===== config.mk =====
export PLATFORM = sky130hd
export DESIGN_NAME = pipeline_sequencer
export DESIGN_NICKNAME = d
export VERILOG_FILES = /design/src/rtl/pipeline_sequencer.sv
export SDC_FILE = /design/constraint.sdc
export NUM_CORES = 1
export LEC_CHECK = 0
export ABC_AREA = 1
export ABC_CLOCK_PERIOD_IN_PS = 2200
export BUFFER_PORTS_ARGS = -buffer_cell sky130_fd_sc_hd__buf_2
export CAP_MARGIN = 10
export CORE_MARGIN = 3
export CORE_UTILIZATION = 49
export DETAILED_ROUTE_END_ITERATION = 6
export PLACE_DENSITY = 0.9
export SLEW_MARGIN = 5
export SYNTH_ARGS = -nofsm -noshare
export SYNTH_HDL_FRONTEND = slang
export SYNTH_SLANG_ARGS = --single-unit

===== constraint.sdc =====
create_clock -name clock -period 2.2 [get_ports clock]
set_clock_uncertainty 0.2 [all_clocks]
set_input_delay 0 -clock clock [delete_from_list [all_inputs] [get_ports clock]]
set_output_delay 0 -clock clock [all_outputs]
set_load 0.03 [all_outputs]

===== src/rtl/pipeline_sequencer.sv =====
// rtl/pipeline_sequencer.sv - box filter run sequencer with timeout and DONE-only middle RAM read arbitration
module pipeline_sequencer #(
    parameter int WIDTH_BITS     = 8,
    parameter int HEIGHT_BITS    = 8,
    parameter int TIMEOUT_CYCLES = 1048576
) (
    input  logic                   clock,
    input  logic                   reset,
    input  logic                   iStart,
    input  logic [4:0]             iC,
    output logic [4:0]             oC,
    output logic                   oFilterResetN,
    output logic                   oProcessing,
    input  logic                   iFinished,
    input  logic                   iDispReq,
    input  logic [WIDTH_BITS-1:0]  iDispCol,
    input  logic [HEIGHT_BITS-1:0] iDispRow,
    input  logic                   iHostReq,
    input  logic [WIDTH_BITS-1:0]  iHostCol,
    input  logic [HEIGHT_BITS-1:0] iHostRow,
    output logic [WIDTH_BITS-1:0]  oRdCol,
    output logic [HEIGHT_BITS-1:0] oRdRow,
    output logic                   oDispGrant,
    output logic                   oHostGrant,
    output logic                   oBusy,
    output logic                   oDone,
    output logic                   oTimeout,
    output logic [23:0]            oRunCycles
);

    typedef enum logic [2:0] {
        IDLE  = 3'd0,
        ARM   = 3'd1,
        RUN   = 3'd2,
        DRAIN = 3'd3,
        DONE  = 3'd4,
        ERROR = 3'd5
    } seqState;

    localparam logic [23:0] TIMEOUT_COUNT = 24'(TIMEOUT_CYCLES);

    seqState     state;
    logic        startPrev;
    logic        startEdge;
    logic        phase;
    logic [23:0] nextCount;

    assign startEdge = iStart & ~startPrev;

    always_comb begin
        nextCount = oRunCycles;
        if (oRunCycles != 24'hFFFFFF) begin
            nextCount = oRunCycles + 24'd1;
        end
    end

    // ARM and DRAIN both last two cycles; phase marks the second one.
    always_ff @(posedge clock) begin
        if (reset) begin
            state         <= IDLE;
            startPrev     <= iStart;
            phase         <= 1'b0;
            oC            <= 5'd0;
            oFilterResetN <= 1'b1;
            oProcessing   <= 1'b0;
            oBusy         <= 1'b0;
            oDone         <= 1'b0;
            oTimeout      <= 1'b0;
            oRunCycles    <= 24'd0;
        end else begin
            startPrev <= iStart;
            case (state)
                IDLE, DONE, ERROR: begin
                    if (startEdge) begin
                        state         <= ARM;
                        phase         <= 1'b0;
                        oC            <= iC;
                        oTimeout      <= 1'b0;
                        oRunCycles    <= 24'd0;
                        oFilterResetN <= 1'b0;
                        oProcessing   <= 1'b0;
                        oBusy         <= 1'b1;
                        oDone         <= 1'b0;
                    end
                end
                ARM: begin
                    if (phase) begin
                        state         <= RUN;
                        oFilterResetN <= 1'b1;
                        oProcessing   <= 1'b1;
                    end else begin
                        phase <= 1'b1;
                    end
                end
                RUN: begin
                    oRunCycles <= nextCount;
                    // A finish flag seen on the timeout cycle still counts as success.
                    if (iFinished) begin
                        state       <= DRAIN;
                        phase       <= 1'b0;
                        oProcessing <= 1'b0;
                    end else if (nextCount >= TIMEOUT_COUNT) begin
                        state         <= ERROR;
                        oTimeout      <= 1'b1;
                        oProcessing   <= 1'b0;
                        oFilterResetN <= 1'b0;
                        oBusy         <= 1'b0;
                    end
                end
                DRAIN: begin
                    if (phase) begin
                        state <= DONE;
                        oBusy <= 1'b0;
                        oDone <= 1'b1;
                    end else begin
                        phase <= 1'b1;
                    end
                end
                default: state <= IDLE;
            endcase
        end
    end

    // Results are only readable once the run has settled; display has priority.
    always_comb begin
        oDispGrant = 1'b0;
        oHostGrant = 1'b0;
        oRdCol     = '0;
        oRdRow     = '0;
        if (state == DONE) begin
            if (iDispReq) begin
                oDispGrant = 1'b1;
                oRdCol     = iDispCol;
                oRdRow     = iDispRow;
            end else if (iHostReq) begin
                oHostGrant = 1'b1;
                oRdCol     = iHostCol;
                oRdRow     = iHostRow;
            end
        end
    end

endmodule


Word level (Yosys, flattened, before mapping):

Index checks and enable logic that the tools add are counted.

* flip-flop bits (word level): 39
* input port bits: 43
* output and inout port bits: 52
* word-level logic and storage cells: 80

* $add $sub $neg: 1
* magnitude comparators: 1
* eq/ne operators: 13
* multiplexer cells: 36
* bitwise gates (word level): 2
* reduce and logical (&&, ||, !) cells: 17

Operator list (number)
* 2-to-1 mux 24 bit: 2
* 2-to-1 mux 8 bit: 6
* one-hot mux 24 bit (2 select lines): 1
* adder 24 x 1 -> 24 bit, second input constant: 1
* greater-or-equal comparator 24 x 21 -> 1 bit, second input constant: 1
* != test 24 bit, second input constant: 1
* 2-to-1 mux 1 bit: 15
* 2-to-1 mux 3 bit: 5
* != test 2 bit, second input constant: 6
* one-hot mux 1 bit (3 select lines): 4
* one-hot mux 3 bit (4 select lines): 1
* AND reduction 4 bit: 3
* AND reduction 5 bit: 2
* nonzero test 3 bit: 3
* equality test 3 x 2 -> 1 bit, second input constant: 2
* equality test 3 bit, second input constant: 2
* AND reduction 3 bit: 2
* one-hot mux 1 bit (2 select lines): 2
* AND reduction 2 bit: 2
* nonzero test 2 bit: 2
* equality test 3 x 1 -> 1 bit, second input constant: 1
* logical NOT 3 bit: 1
* != test 3 bit, second input constant: 1
* OR reduction 3 bit: 1
* other kinds (3): 3

Logic depth before layout (Yosys ltp):

* depth after elaboration: 6
* gate-level depth with buffers: 14
* gate-level depth less buffers: 14

Least setup slack after synthesis:

Ideal clock, no wire load.

* path kind: flip-flop to flip-flop
* start point: reg oRunCycles[0]
* end point: reg oProcessing
* arrival time: 1.904 ns
* data required time: 1.886 ns
* setup slack: -0.018 ns
* cell stages (with the launch flop): 13
* buffers on the path: 0
* clock period less this slack: 2.218 ns
* path through: dfxtp_1 > ha_1 > nand2_1 > nor2_4 > nand2_4 > nor2_8 > nand3_2 > nand2_2 > nand2_2 > nor2_4 > nand4_1 > a21oi_1 > nor2_1

* word-level cells in the longest chain between the ends: 5
* elaborated cells between the ends (all ways): 6

RTL lines
* start, declared: RTL line 28 `output logic [23:0] oRunCycles`
* start signal, assigned: RTL line 96 `oRunCycles <= nextCount;`
* adder 24 x 1 -> 24 bit / != test 24 bit (equally long branches): RTL line 53, 52
* 2-to-1 mux 24 bit *: RTL line 52 `if (oRunCycles != 24'hFFFFFF) begin`
* greater-or-equal comparator 24 x 21 -> 1 bit *: RTL line 102 `end else if (nextCount >= TIMEOUT_COUNT) begin`
* != test 3 bit (no source line) *
* AND reduction 4 bit (no source line) *
* end signal, assigned: RTL line 65 `oProcessing <= 1'b0;`
* end signal, assigned: RTL line 101 `oProcessing <= 1'b0;`
* end signal, assigned: RTL line 105 `oProcessing <= 1'b0;`
* end, declared: RTL line 13 `output logic oProcessing,`

Every way passes the cells marked *; elsewhere a longest branch is shown, timed or not.
A chain may end at the register's enable or synchronous reset.

Final worst setup path:

Same ends and word-level chain as after synthesis.

==> metrics.md <==
| Metric | Value |
|---|---|
| Core area | `4530 sq um` |
| Final hold slack | `0.149 ns` |
| Post-synth EDFFs | `0` |
| Via count | `2780` |
| Clk Latency, worst-skew pair | `0.31 ns` |
| Drt via density | `5.32` |
| GRT overflow | `0` |
| Slew HR | `57.4%` |
| CP Launch Type | `flop` |
| Clk slew on worst S/H paths | `0.08 ns` |
| Worst slack, placed | `0.0983 ns` |
| Starting DRC count in detailed routing | `225` |
| Vias in the first global route | `2645` |
| Initial Util | `53.0%` |
| Synth Area per Inst | `6.81 sq um` |
| Largest net degree at the start of global routing | `23` |
| DIE HEIGHT | `76.1 microns` |
| Commonest cells post-synth | `95 x nand2_1, 45 x nor2_1, 39 x dfxtp_1` |
| PD cells | `805 nW/um^2` |
| Root buf cell | `clkbuf_8` |
| Status | `completed` |
| Number of clock sinks | `39` |
| Area of the multi-input gates | `1460 sq um` |
| FF+latch area | `786 sq um` |
| Max frequency | `0.475 GHz` |
| Overall Global Routing Usage | `24.5%` |
| Die X-Extent | `76.1 microns` |
| Ports | `95` |
| Largest register by flop count | `oRunCycles` |
| Area contributors post-synth | `dfxtp_1 32%, nand2_1 15%, nor2_1 7.0%` |
| Final Hold Fails | `0` |
| VDD IR max | `0.568 mV` |
| Flop and latch count out of synthesis | `39` |
| Placement Rows | `24` |
| YS warnings | `0` |
| Share of layout cells above drive strength 1 | `33.0%` |
| WS Path Type | `flop to flop` |
| Area Growth Syn to Fin | `30.5%` |
| Leakage | `1.45 nW` |
| Wire per inst | `13.6 microns` |
| Critical Path RT | `2.20 ns` |
| Async set-reset flop share out of synthesis | `0%` |
| Final worst path period share | `95.6%` |
| Final Power | `2.52 mW` |
| Clock Path Buffers | `2` |
| Filler cells | `378` |
| Crit path arrival time | `2.11 ns` |
| Total of max-cap violations | `0` |
| Synth cell types | `34` |
| CTS tree | `done` |
| Area share of the largest cell type after synthesis | `32.5%` |
| Crit path max fanout | `5` |
| DIE AREA | `5780 sq um` |
| Slew Viols, Final | `0` |
| WL final | `7.13 mm` |
| Residual DRC count | `0` |
| Post-synth top area cell | `dfxtp_1` |
| Min Tclk post-route | `2.10 ns` |
| First-pass GRT wire length | `11.6 mm` |
| Final number of setup-violating endpoints | `0` |
| Worst-Margin Slew | `0.638 ns` |
| Final core utilization | `69.2%` |
| # nets final | `501` |
| Final worst slack | `0.0957 ns` |
| Antenna cells | `0` |
| DP HPWL | `5.38 mm` |
| Final Wtd Congestion | `0.862` |
| Number of buffers created by CTS | `5` |
| Hold WC Path Type | `input port to flop` |
| H-tree levels | `2` |
| Max reg flops | `24` |
| Post-synthesis sequential area ratio | `32.5%` |
| Gate Count Post-Synth | `353` |
| Top-count cell post-synth | `nand2_1` |
| Dominant synthesized flop cell | `dfxtp_1` |
| Routed Antenna Nets | `0` |
| DRT Pass-1 Iters | `6` |
| Largest registers | `oRunCycles: 24 flops, oC: 5 flops, state: 3 flops` |
| Syn nets | `397` |
| Initial antenna violation count | `0` |
| Worst setup EP type | `flop` |
| Port buffer count | `94` |
| Netlist Area Pre-Place | `2400 sq um` |
## placed cells by master (no fill, tap or decap), drive strengths merged
master	Yosys	layout
nand4	3	3
ha	1	1
clkinvlp	0	2
buf	3	98
nor3	12	12
o21ai	15	15
dlygate4sd3	0	8
a31oi	2	2
a221oi	2	2
nand3b	1	1
o31ai	3	3
o22ai	2	2
a22o	16	16
a21oi	25	25
a211oi	3	3
nor2	58	58
nand2	103	103
dfxtp	39	39
clkbuf	6	5
inv	36	36
clkinv	2	3
nor3b	1	1
o211ai	1	1
nand3	19	19
## per-stage QoR
step / TNS (ns) / instance area, sq um / instances
finish: 0 / 3140 / 523
global route: -0.00917 / 3140 / 523
global placement: 0 / 2940 / 506
detailed placement: 0 / 2940 / 506
CTS: 0 / 3110 / 522
floorplan: 0 / 2410 / 353
## worst max-delay path, stage by stage (launching register included)
cell	delay, ns
dfxtp_2	0.37
ha_1	0.19
nand2_2	0.10
nor2_4	0.17
nand2_4	0.09
nor2_8	0.13
nand3_2	0.07
nand2_2	0.06
nand2_2	0.07
nor2_4	0.15
nand4_1	0.15
a21oi_1	0.18
nor2_1	0.06
## metal layers
metal  vias to the layer above  global-route usage [%]  routed length, microns
met4                         0                    11.4                     216
li1                       1369                       -                       -
met2                       105                    41.7                    3550
met1                      1281                    28.3                    2950
met3                        25                    7.21                     404
met5                         -                       0                       0
## what timing repair did
action                                  in CTS  in global routing
setup buffers                                0                  1
hold buffers                                 8                  0
resized for setup                            0                  6
endpoints found under the hold margin       24                  0
endpoints found under the setup margin       0                  4
## power breakdown
| part | leakage, nW | switching, mW | internal, mW |
|---|---|---|---|
| logic | 1.09 | 0.786 | 0.372 |
| registers | 0.319 | 0.0749 | 0.789 |
| clock network | 0.0402 | 0.282 | 0.221 |
## path summary, 6_finish.rpt
kind / end / slack (ns) / depth (start not counted) / start
worst max register to register: oProcessing / 0.1 / 12 / oRunCycles[0]
worst min-delay path: startPrev / 0.15 / 2 / iStart
worst max-delay path: oProcessing / 0.1 / 12 / oRunCycles[0]
worst min register to register: oDone / 0.27 / 2 / oDone
## layout make-up
type | instances | share of cell area (%)
flip-flops and latches | 39 | 25.0
well taps | 65 | 2.59
clock buffers | 5 | 2.19
clock inverters | 3 | 0.638
multi-input cells | 267 | 46.5
repair buffers | 106 | 18.5
inverters | 38 | 4.55
## cells by family (layout without fill, tap and decap cells)
logic type	count (synthesis)	count (layout)	share of synthesized area (%)
buf+inv	47	152	7.49
compound gates	69	69	18.3
fa+ha+maj	1	1	0.520
simple gates	197	197	41.3
flops	39	39	32.5
No activity file was read; power rests on OpenSTA's default activity.
